**config.mk**
```make
export PLATFORM = sky130hd
export DESIGN_NAME = fip_div_scheduler_flat
export DESIGN_NICKNAME = d
export VERILOG_FILES = /design/src/rtl/fip_div_scheduler_if.sv /design/src/rtl/fip_div_scheduler.sv /design/src/flat_wrapper.sv
export SDC_FILE = /design/constraint.sdc
export NUM_CORES = 1
export LEC_CHECK = 0
export BUFFER_PORTS_ARGS = -buffer_cell sky130_fd_sc_hd__buf_2
export CAP_MARGIN = 15
export CORE_MARGIN = 3
export CORE_UTILIZATION = 55
export CTS_CLUSTER_DIAMETER = 60
export CTS_CLUSTER_SIZE = 28
export DETAILED_ROUTE_END_ITERATION = 8
export GPL_ROUTABILITY_DRIVEN = 0
export PLACE_DENSITY = 0.87
export SYNTH_ARGS = -nofsm -noshare
export SYNTH_HDL_FRONTEND = slang
export SYNTH_SLANG_ARGS = --single-unit
```
**constraint.sdc**
```tcl
create_clock -name i_clk -period 6.1 [get_ports i_clk]
set_input_delay 0.305 -clock i_clk [delete_from_list [all_inputs] [get_ports i_clk]]
set_output_delay 0.305 -clock i_clk [all_outputs]
set_load 0.1 [all_outputs]
```
**src/rtl/fip_div_scheduler_if.sv**
```systemverilog
// Requester, divider and response signal bundle for fip_div_scheduler.
// The scheduler uses the slave view; its environment uses the master view.
interface fip_div_scheduler_if #(
  parameter int N_REQ = 4
);
  logic [N_REQ-1:0]    req_valid;
  logic [32*N_REQ-1:0] req_x;
  logic [32*N_REQ-1:0] req_y;
  logic [N_REQ-1:0]    req_ready;
  logic                hold;
  logic                div_en;
  logic [31:0]         div_x;
  logic [31:0]         div_y;
  logic [31:0]         div_z;
  logic                div_valid;
  logic [N_REQ-1:0]    rsp_valid;
  logic [31:0]         rsp_z;
  logic                rsp_dz;
  logic                busy;
  logic                err;

  modport slave (
    input  req_valid, req_x, req_y, hold,
    input  div_z, div_valid,
    output req_ready, div_en, div_x, div_y,
    output rsp_valid, rsp_z, rsp_dz, busy, err
  );

  modport master (
    output req_valid, req_x, req_y, hold,
    output div_z, div_valid,
    input  req_ready, div_en, div_x, div_y,
    input  rsp_valid, rsp_z, rsp_dz, busy, err
  );
endinterface

```
**src/rtl/fip_div_scheduler.sv**
```systemverilog
// Round-robin sharing of one pipelined Q16.16 divider among N_REQ requesters,
// with a tag pipeline that steers each quotient back to its owner.
module fip_div_scheduler #(
  parameter int N_REQ   = 4,
  parameter int DIV_LAT = 50,
  parameter bit SAT     = 1'b1
) (
  input logic                i_clk,
  input logic                i_rstn,
  fip_div_scheduler_if.slave sif
);
  localparam int IW = (N_REQ > 1) ? $clog2(N_REQ) : 1;

  typedef struct packed {
    logic          valid;
    logic [IW-1:0] id;
    logic          dz;
    logic          xsign;
  } tag_t;

  logic [IW-1:0]    ptr;
  logic             gnt_any;
  logic [IW-1:0]    gnt_id;
  logic [N_REQ-1:0] grant;
  logic [31:0]      sel_x;
  logic [31:0]      sel_y;
  tag_t             tag_in;
  tag_t             tag_out;
  tag_t             tag_q [DIV_LAT+1];

  logic             div_en_q;
  logic [31:0]      div_x_q;
  logic [31:0]      div_y_q;
  logic [N_REQ-1:0] rsp_valid_q;
  logic [31:0]      rsp_z_q;
  logic [31:0]      rsp_z_d;
  logic             rsp_dz_q;
  logic             err_q;
  logic             busy_d;

  // Rotating priority: search starts just after the last winner.
  always_comb begin
    int            idx;
    logic [IW-1:0] idx_w;
    gnt_any = 1'b0;
    gnt_id  = '0;
    idx     = 0;
    idx_w   = '0;
    for (int i = 1; i <= N_REQ; i++) begin
      idx = int'(ptr) + i;
      if (idx >= N_REQ) idx = idx - N_REQ;
      idx_w = IW'(idx);
      if (!gnt_any && sif.req_valid[idx_w]) begin
        gnt_any = 1'b1;
        gnt_id  = idx_w;
      end
    end
    if (!i_rstn || sif.hold) gnt_any = 1'b0;
  end

  always_comb begin
    grant = '0;
    sel_x = '0;
    sel_y = '0;
    for (int k = 0; k < N_REQ; k++) begin
      if (gnt_id == IW'(k)) begin
        sel_x = sif.req_x[32*k +: 32];
        sel_y = sif.req_y[32*k +: 32];
      end
    end
    if (gnt_any) grant[gnt_id] = 1'b1;
  end

  always_comb begin
    tag_in = '0;
    if (gnt_any) begin
      tag_in.valid = 1'b1;
      tag_in.id    = gnt_id;
      tag_in.dz    = (sel_y == 32'd0);
      tag_in.xsign = sel_x[31];
    end
  end

  assign tag_out = tag_q[DIV_LAT];

  always_comb begin
    rsp_z_d = sif.div_z;
    if (SAT && tag_out.dz) begin
      rsp_z_d = tag_out.xsign ? 32'h8000_0000 : 32'h7fff_ffff;
    end
  end

  always_comb begin
    busy_d = div_en_q;
    for (int s = 0; s <= DIV_LAT; s++) begin
      busy_d = busy_d | tag_q[s].valid;
    end
  end

  always_ff @(posedge i_clk) begin
    if (!i_rstn) begin
      ptr         <= IW'(N_REQ - 1);
      div_en_q    <= 1'b0;
      div_x_q     <= '0;
      div_y_q     <= '0;
      rsp_valid_q <= '0;
      rsp_z_q     <= '0;
      rsp_dz_q    <= 1'b0;
      err_q       <= 1'b0;
      for (int s = 0; s <= DIV_LAT; s++) begin
        tag_q[s] <= '0;
      end
    end else begin
      div_en_q <= gnt_any;
      if (gnt_any) begin
        ptr     <= gnt_id;
        div_x_q <= sel_x;
        div_y_q <= sel_y;
      end
      tag_q[0] <= tag_in;
      for (int s = 1; s <= DIV_LAT; s++) begin
        tag_q[s] <= tag_q[s-1];
      end
      rsp_valid_q <= '0;
      if (tag_out.valid) begin
        rsp_valid_q[tag_out.id] <= 1'b1;
        rsp_z_q                 <= rsp_z_d;
        rsp_dz_q                <= tag_out.dz;
      end
      // A result with no owner, or an owner with no result, is never cleared.
      if (tag_out.valid != sif.div_valid) err_q <= 1'b1;
    end
  end

  assign sif.req_ready = grant;
  assign sif.div_en    = div_en_q;
  assign sif.div_x     = div_x_q;
  assign sif.div_y     = div_y_q;
  assign sif.rsp_valid = rsp_valid_q;
  assign sif.rsp_z     = rsp_z_q;
  assign sif.rsp_dz    = rsp_dz_q;
  assign sif.busy      = busy_d;
  assign sif.err       = err_q;
endmodule

```
**src/flat_wrapper.sv**
```systemverilog
// flat-port wrapper written by rule: the top's interface ports become plain ports
module fip_div_scheduler_flat 
#(
  parameter int N_REQ   = 4,
  parameter int DIV_LAT = 50,
  parameter bit SAT     = 1'b1
)
  (i_clk, i_rstn, sif_req_valid, sif_req_x, sif_req_y, sif_hold, sif_div_z, sif_div_valid, sif_req_ready, sif_div_en, sif_div_x, sif_div_y, sif_rsp_valid, sif_rsp_z, sif_rsp_dz, sif_busy, sif_err);
  fip_div_scheduler_if #(.N_REQ(N_REQ)) sif_i ();
  input logic i_clk;
  input logic i_rstn;
  input wire logic [$bits(sif_i.req_valid)-1:0] sif_req_valid;
  input wire logic [$bits(sif_i.req_x)-1:0] sif_req_x;
  input wire logic [$bits(sif_i.req_y)-1:0] sif_req_y;
  input wire logic [$bits(sif_i.hold)-1:0] sif_hold;
  input wire logic [$bits(sif_i.div_z)-1:0] sif_div_z;
  input wire logic [$bits(sif_i.div_valid)-1:0] sif_div_valid;
  output wire logic [$bits(sif_i.req_ready)-1:0] sif_req_ready;
  output wire logic [$bits(sif_i.div_en)-1:0] sif_div_en;
  output wire logic [$bits(sif_i.div_x)-1:0] sif_div_x;
  output wire logic [$bits(sif_i.div_y)-1:0] sif_div_y;
  output wire logic [$bits(sif_i.rsp_valid)-1:0] sif_rsp_valid;
  output wire logic [$bits(sif_i.rsp_z)-1:0] sif_rsp_z;
  output wire logic [$bits(sif_i.rsp_dz)-1:0] sif_rsp_dz;
  output wire logic [$bits(sif_i.busy)-1:0] sif_busy;
  output wire logic [$bits(sif_i.err)-1:0] sif_err;
  assign sif_i.req_valid = sif_req_valid;
  assign sif_i.req_x = sif_req_x;
  assign sif_i.req_y = sif_req_y;
  assign sif_i.hold = sif_hold;
  assign sif_i.div_z = sif_div_z;
  assign sif_i.div_valid = sif_div_valid;
  assign sif_req_ready = sif_i.req_ready;
  assign sif_div_en = sif_i.div_en;
  assign sif_div_x = sif_i.div_x;
  assign sif_div_y = sif_i.div_y;
  assign sif_rsp_valid = sif_i.rsp_valid;
  assign sif_rsp_z = sif_i.rsp_z;
  assign sif_rsp_dz = sif_i.rsp_dz;
  assign sif_busy = sif_i.busy;
  assign sif_err = sif_i.err;
  fip_div_scheduler #(.N_REQ(N_REQ), .DIV_LAT(DIV_LAT), .SAT(SAT)) u_core (.i_clk(i_clk), .i_rstn(i_rstn), .sif(sif_i));
endmodule
```
**Word-level counts from Yosys, hierarchy flattened**

Memory sizes are Yosys's and may differ from the RTL's.
Index checks and enable logic that the tools add are counted.

- Output and inout port bits: 108
- Memories kept: 1
- Bits of input ports: 296
- RAM bits: 255
- Logic and storage cells: 238
- Flip-flop bits (word level): 105

Memories:

| memory | depth | bits a word | read ports | clocked after Yosys merged registers in | wr ports | line | source |
|---|---|---|---|---|---|---|---|
| u_core.tag_q | 51 | 5 | 51 | 0 | 51 | fip_div_scheduler.sv:29 | `tag_t tag_q [DIV_LAT+1];` |

- Equal/unequal tests: 4
- $add $sub $neg: 8
- Bitwise logic cells: 102
- Reduce and logical (&&, ||, !) cells: 13
- $lt $le $gt $ge: 12
- Muxes and demuxes: 90

Operator list:

| kind | count |
|---|---|
| 2-to-1 mux 32 bit | 10 |
| 2-to-1 mux 5 bit | 52 |
| OR 1 bit | 102 |
| zero test 32 bit | 1 |
| < comparator 2 x 3 -> 1 bit, second input constant | 6 |
| 2-to-1 mux 2 bit | 8 |
| 2-to-1 mux 1 bit | 13 |
| >= comparator 3 bit, second input constant | 3 |
| binary-select mux 1 bit (select 2 bit) | 4 |
| subtractor 2 x 1 -> 2 bit, second input constant | 4 |
| adder 2 x 2 -> 3 bit, second input constant | 2 |
| logical AND 1 bit | 5 |
| adder 2 x 3 -> 4 bit, second input constant | 1 |
| demux 1 bit (select 2 bit) | 2 |
| == test 2 bit, second input constant | 2 |
| >= comparator 2 x 1 -> 1 bit, second input constant | 2 |
| >= comparator 4 x 3 -> 1 bit, second input constant | 1 |
| zero test 1 bit | 4 |
| 2-to-1 mux 4 bit | 1 |
| adder 2 x 1 -> 3 bit, second input constant | 1 |
| == test 2 x 1 -> 1 bit, second input constant | 1 |
| zero test 2 bit | 1 |
| AND reduction 2 bit | 1 |
| logical OR 1 bit | 1 |
| inequality test 1 bit | 1 |

**Longest topological paths before layout**

An unclocked memory read counts as a cell.

- Word-level depth: 52
- Gate-level depth with buffers: 11
- Depth with buffers taken out: 7

**Worst setup path before layout**

OpenSTA, ideal clock, no wires.

- Path type: reg-to-output
- Start point: register u_core.ptr[1]
- End point: output port sif_req_ready[0]
- Data arrival time: 3.591 ns
- Data required time: 5.795 ns
- Path buffers: 2
- Cell stages (with the launch flop): 7
- Path slack: 2.204 ns
- Cell sequence: dfxtp_1 mux2_4 a22oi_4 nand2_4 buf_2 buf_1 nor3_1

- Longest elaborated chain between the ends: 20
- Elaborated cells between the ends (all ways): 45
- Those cells by class: add/sub: 8; order compare: 6; mux: 24; reduce/logical: 7

Ends and longest elaborated chain:

| what | line | source |
|---|---|---|
| start, declared | fip_div_scheduler.sv:21 | `logic [IW-1:0] ptr;` |
| start signal, assigned | fip_div_scheduler.sv:102 | `ptr <= IW'(N_REQ - 1);` |
| start signal, assigned | fip_div_scheduler.sv:116 | `ptr <= gnt_id;` |
| adder 2 x 1 -> 3 bit | fip_div_scheduler.sv:50 | `idx = int'(ptr) + i;` |
| >= comparator 3 bit or subtractor 2 x 1 -> 2 bit (tied branches) | fip_div_scheduler.sv:51 | `if (idx >= N_REQ) idx = idx - N_REQ;` |
| 2-to-1 mux 2 bit | fip_div_scheduler.sv:51 |  |
| binary-select mux 1 bit (select 2 bit) | fip_div_scheduler.sv:53 | `if (!gnt_any && sif.req_valid[idx_w]) begin` |
| 2-to-1 mux 1 bit (implied by the code) | fip_div_scheduler.sv:53 |  |
| 2-to-1 mux 1 bit | fip_div_scheduler.sv:53 |  |
| zero test 1 bit | fip_div_scheduler.sv:53 |  |
| logical AND 1 bit | fip_div_scheduler.sv:53 |  |
| [... 4 more ...] | - |  |
| zero test 1 bit | fip_div_scheduler.sv:53 |  |
| logical AND 1 bit | fip_div_scheduler.sv:53 |  |
| 2-to-1 mux 2 bit | fip_div_scheduler.sv:53 |  |
| < comparator 2 x 3 -> 1 bit (implied by the code) or >= comparator 2 x 1 -> 1 bit (tied branches) | fip_div_scheduler.sv:71 | `if (gnt_any) grant[gnt_id] = 1'b1;` |
| logical AND 1 bit (implied by the code) | fip_div_scheduler.sv:71 |  |
| 2-to-1 mux 1 bit (implied by the code) | fip_div_scheduler.sv:71 |  |
| demux 1 bit (select 2 bit) | - |  |
| 2-to-1 mux 4 bit * | fip_div_scheduler.sv:71 |  |
| end, declared | flat_wrapper.sv:18 | `output wire logic [$bits(sif_i.req_ready)-1:0] sif_req_ready;` |

Mark *: on every way between the ends. The rest lies on a longest branch, timed or not. The select of a mux whose other input is x is not followed.

**Final worst setup path**

- Start point: register u_core.ptr[1]
- End point: output port sif_req_ready[1]

The elaborated chain is that of the path after synthesis.

==> impl_metrics.ini <==
[outcome]
status = finished clean

[routing]
drt-pass1-iter-count = 6
ant_nets = 0
drtIter0Drc = 1238
drc_errors = 0
drt-total-wl_mm = 37.4
vias_per_cell = 5.53
vias = 11537
wire_per_inst_microns = 17.9

[layout]
nNetsFinal = 2049
fin_util = 0.695
area_delta_synth_final_pct = 22.5
drive_gt1_frac = 0.265

[clock_network]
h-tree-depth = 1
numCtsBuffers = 24
clkSinkCount = 359
clockBufferDepth = 3
cts_resized = 0
insertion_delay_ns = 0.55
cts_root_buffer = clkbuf_16
cts_tree = yes
clkTransAtPathRegs_ns = 0.10
holdBufCountCts = 0
cts_setup_buffers = 0

[global_route]
grt_usage = 0.276
antenna_found_initial = 5
grt.overflow.total = 0
grt_pass1_wl_mm = 57.2
grt_max_degree = 151
grt_pass1_vias = 10698

[timing]
hold_viol_final = 0
setup_viol = 0
slew_viol_final = 0
tightestPinTransition_ns = 1.14
hold-worst-slack_ns = 0.0622
timing.slew.headroom = 0.240
fin_crit_ns = 3.66
setup_tns_ns = 0
skew_ns = 0.0212
timing.fmax_mhz = 273
fin_crit_sh = 0.599
rsz0062_at_grt = false

[logic_synthesis]
async_reset_ff_frac = 0
synth_area_sq_um = 13000
yosys_register_bits = 359
yosysSeqAreaShare = 0.553
synth.net_count = 1728
yosysUniqueCellTypes = 49
yosys_warnings = 0
synth_flop_cell = dfxtp_1
syn_avg_cell_area_sq_um = 9.08
synth_cells = 1432
synth_edf_count = 0

[critical_path]
worstSetupPathType = register to output pin
cp_max_fo = 59
crit_arrival_ns = 3.35
worst_setup_path_end_kind = output pin
worstPathRequired_ns = 5.79
startpoint_type = register

[power_and_ir_drop]
leakage_nw = 7.40
power.density_nw_per_um2 = 328
ir_worst_vdd_mv = 0.298

[hold_path]
hp-class = input port to register

[floorplan]
die_h_microns = 160
coreArea_sq_um = 22900
io_pins = 404
rows = 55
die_w_microns = 160
dieArea_sq_um = 25500
initial_utilization = 0.567

[job]
drv_cap = 0

[placement]
place_hpwl_mm = 26.7
io_buffers = 403
-- synthesized netlist by cell type, types with 2 or more instances --
master,number,area share
nor2b_1,3,0.0014
nand2_1,222,0.064
mux2i_1,2,0.0015
a21boi_0,43,0.025
nand3_1,170,0.065
a21boi_1,2,0.0012
inv_1,3,0.00087
a31o_2,2,0.0013
a21oi_1,68,0.026
o32ai_1,16,0.011
dfxtp_1,359,0.55
o31ai_1,2,0.0012
nor4bb_1,2,0.0015
a32o_1,21,0.016
buf_6,4,0.0035
buf_1,8,0.0023
o21a_1,3,0.0017
nor4_1,15,0.0072
a211oi_1,3,0.0017
clkbuf_1,90,0.026
nor3_1,9,0.0035
and2_1,254,0.12
and3_1,20,0.0096
or4_1,5,0.0029
nand4_1,5,0.0024
o21ai_0,55,0.021
nor2_1,8,0.0023
buf_2,17,0.0065
-- power breakdown --
group / total [W] / switching [W] / internal (W)
registers: 0.00243 / 0.0000342 / 0.00240
logic: 0.00106 / 0.000800 / 0.000263
clock network: 0.00172 / 0.000867 / 0.000856
total: 0.00522 / 0.00170 / 0.00352
-- critical path, stage by stage, from the launching register on --
cell and delay (ns):
dfxtp_1 0.52, mux2_4 0.35, a22oi_4 0.43, and2_2 0.99
nor3_1 0.13, buf_2 0.34
-- kinds of logic after synthesis --
logic type	share of synthesized area
muxes	0.00443
DFF	0.553
and+or+nand+nor	0.286
xor gates and xnor gates	0.000674
AOI/OAI and AO/OA	0.116
buffers and inverters	0.0395
-- layer usage --
layer	up-vias	global-route usage	wire length [microns]
met3	159	0.0848	4100
met4	0	0.129	2000
met1	5290	0.350	14300
met2	640	0.433	17100
li1	5448	-	-
met5	-	0	0
-- final cells by class --
| cell class | count | area [sq um] |
|---|---|---|
| fillers | 1813 | 7000 |
| flip-flops and latches | 359 | 7190 |
| clock inverters | 16 | 225 |
| multi-input cells | 950 | 5330 |
| inverters | 4 | 15.0 |
| clock buffers | 28 | 616 |
| well taps | 313 | 392 |
| diodes | 4 | 10.0 |
| repair buffers | 414 | 2150 |
-- state kept, by name (all words and copies together), names as in the netlist --
name,count
u_core.sif.err,1
u_core.tag_q,255
u_core.ptr,2
u_core.sif.rsp_valid,4
u_core.sif.rsp_z,32
u_core.sif.div_x,32
u_core.sif.rsp_dz,1
u_core.sif.div_y,32
-- path summary, 6_finish.rpt --
kind | endpoint | from | cells after the start | slack (ns)
max | sif_req_ready[1] | u_core.ptr[1] | 5 | 2.44
min | u_core.sif.rsp_z[27] | sif_div_z[27] | 3 | 0.06
max reg2reg | u_core.tag_q[0][1] | u_core.ptr[1] | 7 | 2.59
min reg2reg | u_core.tag_q[0][130] | u_core.tag_q[0][125] | 1 | 0.42
-- metrics by stage --
stage / cells / area [sq um] / total power [W] / setup slack [ns]
2_1_floorplan: 1432 / 13000 / 0.00327 / 2.20
3_3_place_gp: 2038 / 15000 / 0.00352 / 2.56
3_5_place_dp: 2038 / 15000 / 0.00353 / 2.54
4_1_cts: 2082 / 15900 / 0.00524 / 2.48
5_1_grt: 2088 / 15900 / 0.00541 / 2.27
6_report: 2088 / 15900 / 0.00522 / 2.44
-- placed cells by master (no fill, tap or decap), drive strengths merged, types with 2 or more instances in the layout --
cell type	instances
nor4bb	2
nand3	170
nor4	15
o21ai	56
dfxtp	359
and2	254
a31o	3
nor2b	3
clkbuf	28
clkinv	11
nand4	5
bufinv	2
and3	20
nor3	9
o31ai	2
nand2	224
or4	5
diode	4
a32o	21
nor2	8
o21a	3
mux2i	2
a31oi	2
a21boi	45
inv	6
buf	414
a21oi	68
o32ai	17
a211oi	3
No activity file was read; power rests on OpenSTA's default activity.
